$ cat src/rtl/arbiter_pkg.sv
// Shared definitions for the crossbar round-robin arbiters.
// rr_next is the generic search reused by other arbiters, which pass their own port count.
package arbiter_pkg;

    localparam int unsigned ARB_DEFAULT_WIDTH = 3;
    localparam int unsigned ARB_MAX_WIDTH     = 32;
    localparam int unsigned ARB_IDX_W         = 5;

    localparam logic [ARB_MAX_WIDTH-1:0] ARB_ONE = 32'd1;

    typedef struct packed {
        logic                     valid;
        logic [ARB_IDX_W-1:0]     idx;
        logic [ARB_MAX_WIDTH-1:0] onehot;
    } rr_result_t;

    // Search req from last+1 upward, wrapping modulo width; width must be 2..ARB_MAX_WIDTH.
    function automatic rr_result_t rr_next(
        input logic [ARB_MAX_WIDTH-1:0] req,
        input logic [ARB_IDX_W-1:0]     last,
        input logic [ARB_IDX_W:0]       width
    );
        rr_result_t           res;
        logic [ARB_IDX_W:0]   off_w;
        logic [ARB_IDX_W:0]   cand;
        res = '0;
        // Walk the offsets from far to near so the nearest hit is the one that sticks.
        for (int off = ARB_MAX_WIDTH; off >= 1; off--) begin
            off_w = (ARB_IDX_W+1)'(off);
            cand  = {1'b0, last} + off_w;
            if (cand >= width) begin
                cand = cand - width;
            end else begin
                cand = cand;
            end
            if ((off_w <= width) && req[cand[ARB_IDX_W-1:0]]) begin
                res.valid = 1'b1;
                res.idx   = cand[ARB_IDX_W-1:0];
            end else begin
                res = res;
            end
        end
        if (res.valid) begin
            res.onehot = ARB_ONE << res.idx;
        end else begin
            res.onehot = '0;
        end
        return res;
    endfunction

endpackage

$ cat src/rtl/arbiter_rr_pick.sv
// Combinational round-robin selector: rotate the requests so last+1 sits at bit 0,
// priority-encode the lowest set bit, then rotate the winning offset back.
module rr_pick
    import arbiter_pkg::*;
#(
    parameter int unsigned WIDTH = ARB_DEFAULT_WIDTH,
    parameter int unsigned IDX_W = $clog2(WIDTH)
) (
    input  logic [WIDTH-1:0] req,
    input  logic [IDX_W-1:0] last,
    output logic             valid,
    output logic [IDX_W-1:0] idx,
    output logic [WIDTH-1:0] grant
);

    localparam logic [IDX_W-1:0] LAST_IDX = IDX_W'(WIDTH - 1);
    localparam logic [IDX_W:0]   WIDTH_W  = (IDX_W+1)'(WIDTH);
    localparam logic [WIDTH-1:0] ONE      = {{(WIDTH-1){1'b0}}, 1'b1};

    logic [IDX_W-1:0] start_s;
    logic [WIDTH-1:0] rot_s;
    logic [IDX_W-1:0] off_s;
    logic [IDX_W:0]   sum_s;

    // Rotate so the search start lands on bit 0; the doubled vector supplies the wrap.
    always_comb begin
        if (last >= LAST_IDX) begin
            start_s = '0;
        end else begin
            start_s = last + IDX_W'(1'b1);
        end
        rot_s = WIDTH'({req, req} >> start_s);
    end

    // Lowest set bit of the rotated vector is the winner's distance from the start.
    always_comb begin
        off_s = '0;
        for (int i = WIDTH - 1; i >= 0; i--) begin
            if (rot_s[i]) begin
                off_s = IDX_W'(i);
            end else begin
                off_s = off_s;
            end
        end
    end

    // Map the offset back to an absolute port index and build the one-hot grant.
    always_comb begin
        valid = |rot_s;
        sum_s = {1'b0, start_s} + {1'b0, off_s};
        if (sum_s >= WIDTH_W) begin
            sum_s = sum_s - WIDTH_W;
        end else begin
            sum_s = sum_s;
        end
        idx = sum_s[IDX_W-1:0];
        if (valid) begin
            grant = ONE << idx;
        end else begin
            grant = '0;
        end
    end

endmodule

$ cat src/rtl/arbiter.sv
// Round-robin, packet-locking arbiter for one crossbar output port.
// A winner keeps the grant while its request stays high; the grant is registered.
module arbiter
    import arbiter_pkg::*;
#(
    parameter int unsigned WIDTH = ARB_DEFAULT_WIDTH
) (
    input  logic             clk_i,
    input  logic             rstn_i,
    input  logic [WIDTH-1:0] request_i,
    output logic [WIDTH-1:0] grant_o
);

    localparam int unsigned      IDX_W    = $clog2(WIDTH);
    localparam logic [IDX_W-1:0] LAST_IDX = IDX_W'(WIDTH - 1);

    logic [WIDTH-1:0] grant_r;
    logic [IDX_W-1:0] last_r;
    logic [WIDTH-1:0] grant_next_s;
    logic [IDX_W-1:0] last_next_s;
    logic             hold_s;
    logic             pick_valid_s;
    logic [IDX_W-1:0] pick_idx_s;
    logic [WIDTH-1:0] pick_grant_s;

    rr_pick #(
        .WIDTH (WIDTH),
        .IDX_W (IDX_W)
    ) u_rr_pick (
        .req   (request_i),
        .last  (last_r),
        .valid (pick_valid_s),
        .idx   (pick_idx_s),
        .grant (pick_grant_s)
    );

    // Hold while the current holder still requests, otherwise take the round-robin pick.
    always_comb begin
        grant_next_s = grant_r;
        last_next_s  = last_r;
        hold_s       = |(grant_r & request_i);
        if (hold_s) begin
            grant_next_s = grant_r;
            last_next_s  = last_r;
        end else if (pick_valid_s) begin
            grant_next_s = pick_grant_s;
            last_next_s  = pick_idx_s;
        end else begin
            // Nobody requesting: drop the grant but keep the pointer for fairness.
            grant_next_s = '0;
            last_next_s  = last_r;
        end
    end

    // Grant and pointer registers; reset leaves index 0 with top priority.
    always_ff @(posedge clk_i) begin
        if (!rstn_i) begin
            grant_r <= '0;
            last_r  <= LAST_IDX;
        end else begin
            grant_r <= grant_next_s;
            last_r  <= last_next_s;
        end
    end

    assign grant_o = grant_r;

endmodule

$ cat config.mk
export PLATFORM = sky130hd
export DESIGN_NAME = arbiter
export DESIGN_NICKNAME = d
export VERILOG_FILES = /design/src/rtl/arbiter_pkg.sv /design/src/rtl/arbiter_rr_pick.sv /design/src/rtl/arbiter.sv
export SDC_FILE = /design/constraint.sdc
export NUM_CORES = 1
export LEC_CHECK = 0
export ABC_AREA = 1
export BUFFER_PORTS_ARGS = -buffer_cell sky130_fd_sc_hd__buf_2
export CORE_AREA = 2 2 39 41
export CTS_CLUSTER_SIZE = 24
export DETAILED_ROUTE_END_ITERATION = 12
export DIE_AREA = 0 0 41 43
export MAX_ROUTING_LAYER = met4
export PLACE_DENSITY = 0.5
export SYNTH_ARGS = -nofsm -noshare
export SYNTH_HDL_FRONTEND = slang
export SYNTH_SLANG_ARGS = --single-unit
$ cat constraint.sdc
create_clock -name clk_i -period 2.35 [get_ports clk_i]
set_input_delay 0.235 -clock clk_i [delete_from_list [all_inputs] [get_ports clk_i]]
set_output_delay 0.235 -clock clk_i [all_outputs]
set_load 0.02 [all_outputs]
# == Word-level counts from Yosys, hierarchy flattened ==
# Cells that the tools add are included.
# word_totals
regBits,5
latch_bits,0
ramBits,0
romBits,0
inputBits,5
output_inout_bits,3
wordCells,20
n_memories,0
# op_classes
add_sub_neg,3
n_mul,0
n_div,0
magnitude_cmp,2
eq_ne,0
shift,2
muxes,6
bitwise,2
n_reduce_logical,3
# op_table
op,count
$mux 2,5
$reduce_or 3->1,2
$shr 6x2->3,1
$add 2x2->3,1
$and 3x3->3,1
$ge 3x2->1 const B,1
$mux 3,1
$shl 1x2->3 const A,1
$add 2x1->2 const B,1
$ge 2x2->1 const B,1
$reduce_and 2->1,1
$sub 2x2->2 const B,1
$not 1->1,1

# == Logic depth before layout (Yosys ltp) ==
# depth
word_depth,11
ltp_mapped,15

# == Cells and area by module ==
# From an unflattened synthesis, not the netlist that was laid out.
# hier_totals
cells_unflattened,82
area_unflattened_um2,473.0
# by_module_without_submodules
module,n_inst,cells_per_inst,area_each_um2
arbiter,1,38,257.7
rr_pick,1,44,215.2

# == Worst setup path after synthesis ==
# Ideal clock, no wire load.
# synth_path
path_type,register to register
start,reg last_r[1]
end,reg last_r[1]
setup_ps,123
t_arrival_ps,2164
setup_slack_ps,63
path_stages_with_launch,15
n_path_buf,0
period_less_slack_ps,2287
cell_sequence,dfxtp_1 > inv_2 > nand2_1 > inv_1 > a21oi_1 > nor2_1 > ha_1 > fa_1 > ha_1 > nor2_2 > nand2_1 > nand2_1 > nand2_1 > a21oi_1 > o21ai_0
# synth_between
elab_chain_cells,9
# synth_rtl
item,line,rtl
from (decl),arbiter.sv:18,logic [IDX_W-1:0] last_r;
from (signal assigned),arbiter.sv:62,last_r <= last_next_s;
$add 2x1->2 or $ge 2x2->1 (tied branches),"arbiter_rr_pick.sv:30, arbiter_rr_pick.sv:27",
$mux 2 *,arbiter_rr_pick.sv:27,if (last >= LAST_IDX) begin
$shr 6x2->3,arbiter_rr_pick.sv:32,"rot_s = WIDTH'({req, req} >> start_s);"
$mux 2 (3 in a row),arbiter_rr_pick.sv:39,if (rot_s[i]) begin
$add 2x2->3,arbiter_rr_pick.sv:50,"sum_s = {1'b0, start_s} + {1'b0, off_s};"
$ge 3x2->1 or $sub 2x2->2 (tied branches),"arbiter_rr_pick.sv:51, arbiter_rr_pick.sv:52",
$mux 2,arbiter_rr_pick.sv:51,if (sum_s >= WIDTH_W) begin
# Mark *: on every way between the ends. The rest lies on a longest branch, timed or not.
# A chain may end at the register's enable or synchronous reset.

# == Worst setup path in the final report ==
# Ends and elaborated chain as after synthesis.

==> flow_metrics.tcl <==
set metrics [dict create \
    status "complete, no violations" \
    r2r-end "last_r[1]" \
    clk_latency_ps 240 \
    min_from "rstn_i" \
    fin_skew_ps 1.521 \
    dieArea_sq_um 1763 \
    period_needed_ps 2324 \
    path_max_fanout 4 \
    yosys.area_share.simple_pct 42.34 \
    relSlewSlack_pct 82.83 \
    worst-setup-path-type "register to register" \
    rsz0062_at_grt "yes" \
    finalCritPeriodShare_pct 98.89 \
    cts_sinks 5 \
    grt_max_degree 7 \
    syn_area_per_cell_sq_um 6.720 \
    holdPathStages 3 \
    final.setup.tns_ps 0 \
    hp-class "input port to register" \
    syn_inst 62 \
    final_common_cell "nand2_1" \
    whs_endpoint "grant_o[0]" \
    coreArea_sq_um 1384 \
    port_buffers 7 \
    final_antenna_net_count 0 \
    firstDrtPassIters 4 \
    antenna_found_initial 0 \
    worstPathRequired_ps 2480 \
    synthXorXnorAreaFrac_pct 0 \
    holdBufCountCts 0 \
    gr-usage-all-layers_pct 12.40 \
    worst_setup_path_end_kind "register" \
    r2r_slack_ps 30 \
    maxCapViolations 0 \
    final_cell_mix "nand2_1, nand2_2, buf_2, buf_4, inv_1" \
    ir_worst_vdd_mv 0.5736 \
    ctsRootBufferMaster "clkbuf_4" \
    fmax_mhz 430.3 \
    p_leak_nw 0.3130 \
    final-hold-violation-count 0 \
    nets 90 \
    syn_area_sq_um 416.7 \
    cts_tree "yes" \
    dr_total_vias 450 \
    drv_slew 0 \
    pwr_density_cell_nw_per_um2 1603 \
    ys_seq_elements 5 \
    layout-drive-gt1-share_pct 59.26 \
    muxShareOfSynthArea_pct 0 \
    yosysWarnings 0 \
    wire_per_inst_microns 9.402 \
    ios 8 \
    synth_cell_type_count 18 \
    synth_top_family_by_area "simple AND/OR/NAND/NOR gates" \
    timing.rr.start "last_r[1]" \
    syn_nets 70 \
    drt-total-wl_microns 912 \
    antenna_cells 0 \
    syn_to_final_growth_pct 53.75 \
    die_y_microns 43 \
    place.gp.congestion 0.7011 \
    htree_levels 1 \
    yosys.area_share.adder_pct 10.81 \
    post_drt_via_cell_ratio 4.639 \
    crit_path_start_kind "register" \
    path_clk_slew_ps 40 \
    rows 14 \
    yosysSeqAreaShare_pct 24.02 \
    dr.first_iter.drc_count 13 \
    synth_compound_area_share_pct 15.62 \
    cts_made_buffers 3 \
    rr_worst_depth 13 \
    fin_total_pwr_mw 1.027 \
    dp_hpwl_microns 678.6 \
    critPathArrivalTime_ps 2450 \
    start_util_pct 30.11 \
    die_w_microns 41 \
    drcViolationCount 0 \
    grt_pass1_vias 387 \
    tightest_slew_ps 256.1 \
    grt_first_pass_wirelength_microns 1490 \
    grt.overflow.total 0 \
    finalSetupViolCount 0 \
    clk_path_buf_depth 2 \
]
metrics by stage:
stage	instance area (sq um)	instances	hold WS, ps	setup WS [ps]	utilization, %
final	640.6	97	317.4	26.01	46.29
after global routing	640.6	97	345.1	-91.44	46.29
after CTS	558.0	96	293.5	1.811	40.33
after detailed placement	524.3	92	493.3	-87.63	37.88
after global placement	524.3	92	488.2	-96.53	37.88
after floorplan	416.7	62	418.9	63.02	-
sequential cells by signal (all words and copies together) (netlist names):
name,cells
grant_o,3
last_r,2
power breakdown:
group	switching (mW)	internal, mW
combinational	0.427	0.341
sequential	0.0355	0.125
clock	0.0349	0.0642
total	0.497	0.530
cells by family (layout without fill, tap and decap cells):
family / after synthesis / in the layout
buf+inv: 8 / 27
flops: 5 / 5
compound gates: 12 / 12
fa+ha+maj: 3 / 3
simple gates: 34 / 34
Yosys cell counts:
| library cell | n | area share (%) |
|---|---|---|
| dfxtp_1 | 5 | 24 |
| nand2_4 | 1 | 2.7 |
| inv_1 | 7 | 6.3 |
| nand3_4 | 1 | 4.2 |
| nand2_2 | 2 | 3.0 |
| nor2_2 | 1 | 1.5 |
| nand3_1 | 5 | 6.0 |
| o211ai_1 | 1 | 1.8 |
| nand2_1 | 19 | 17 |
| a21oi_1 | 6 | 7.2 |
| inv_2 | 1 | 0.90 |
| fa_1 | 1 | 4.8 |
| a22oi_1 | 1 | 1.8 |
| ha_1 | 2 | 6.0 |
| nor3_2 | 1 | 2.4 |
| nor2_1 | 3 | 2.7 |
| nor2_4 | 1 | 2.7 |
| o21ai_0 | 4 | 4.8 |
cell type report:
| type | count | area (sq um) |
|---|---|---|
| multi-input cells | 49 | 360.3 |
| flip-flops and latches | 5 | 105.1 |
| clock buffers | 4 | 26.28 |
| inverters | 8 | 30.03 |
| well taps | 16 | 20.02 |
| repair buffers | 15 | 98.84 |
| fillers | 143 | 743.2 |
repair_timing:
item / 4_1_cts / 5_1_grt
setup buffers: 0 / 1
setup endpoints to repair: 5 / 5
cloned: 0 / 0
gates resized for setup: 4 / 25
pin swaps: 1 / 11
how the worst max path moves through the flow:
| stage | startpoint | end | slack, ps | cells after the start |
|---|---|---|---|---|
| after floorplan | last_r[1] | last_r[1] | 60 | 14 |
| after global placement | last_r[0] | last_r[1] | -100 | 13 |
| after detailed placement | last_r[0] | last_r[1] | -90 | 13 |
| after CTS | last_r[1] | last_r[1] | 2 | 13 |
| after global routing | last_r[1] | last_r[1] | -90 | 13 |
| final | last_r[1] | last_r[1] | 30 | 13 |
layer usage:
layer | wire length [microns] | track usage [%]
met1 | 443 | 16.29
met2 | 436 | 18.13
met3 | 20 | 1.571
met4 | 11 | 6.000
met5 | 0 | -
worst max-delay path: stages (launching register included):
cell     delay (ps)
dfxtp_4         350
buf_6           110
a22oi_2         160
o21ai_2          80
nor2_1          120
ha_2            180
fa_1            440
ha_2            230
nor2_4          160
nand2_2          80
nand2_2          60
nand2_2          60
a21oi_2         110
o21ai_1          60
No activity file was read; power rests on OpenSTA's default activity.
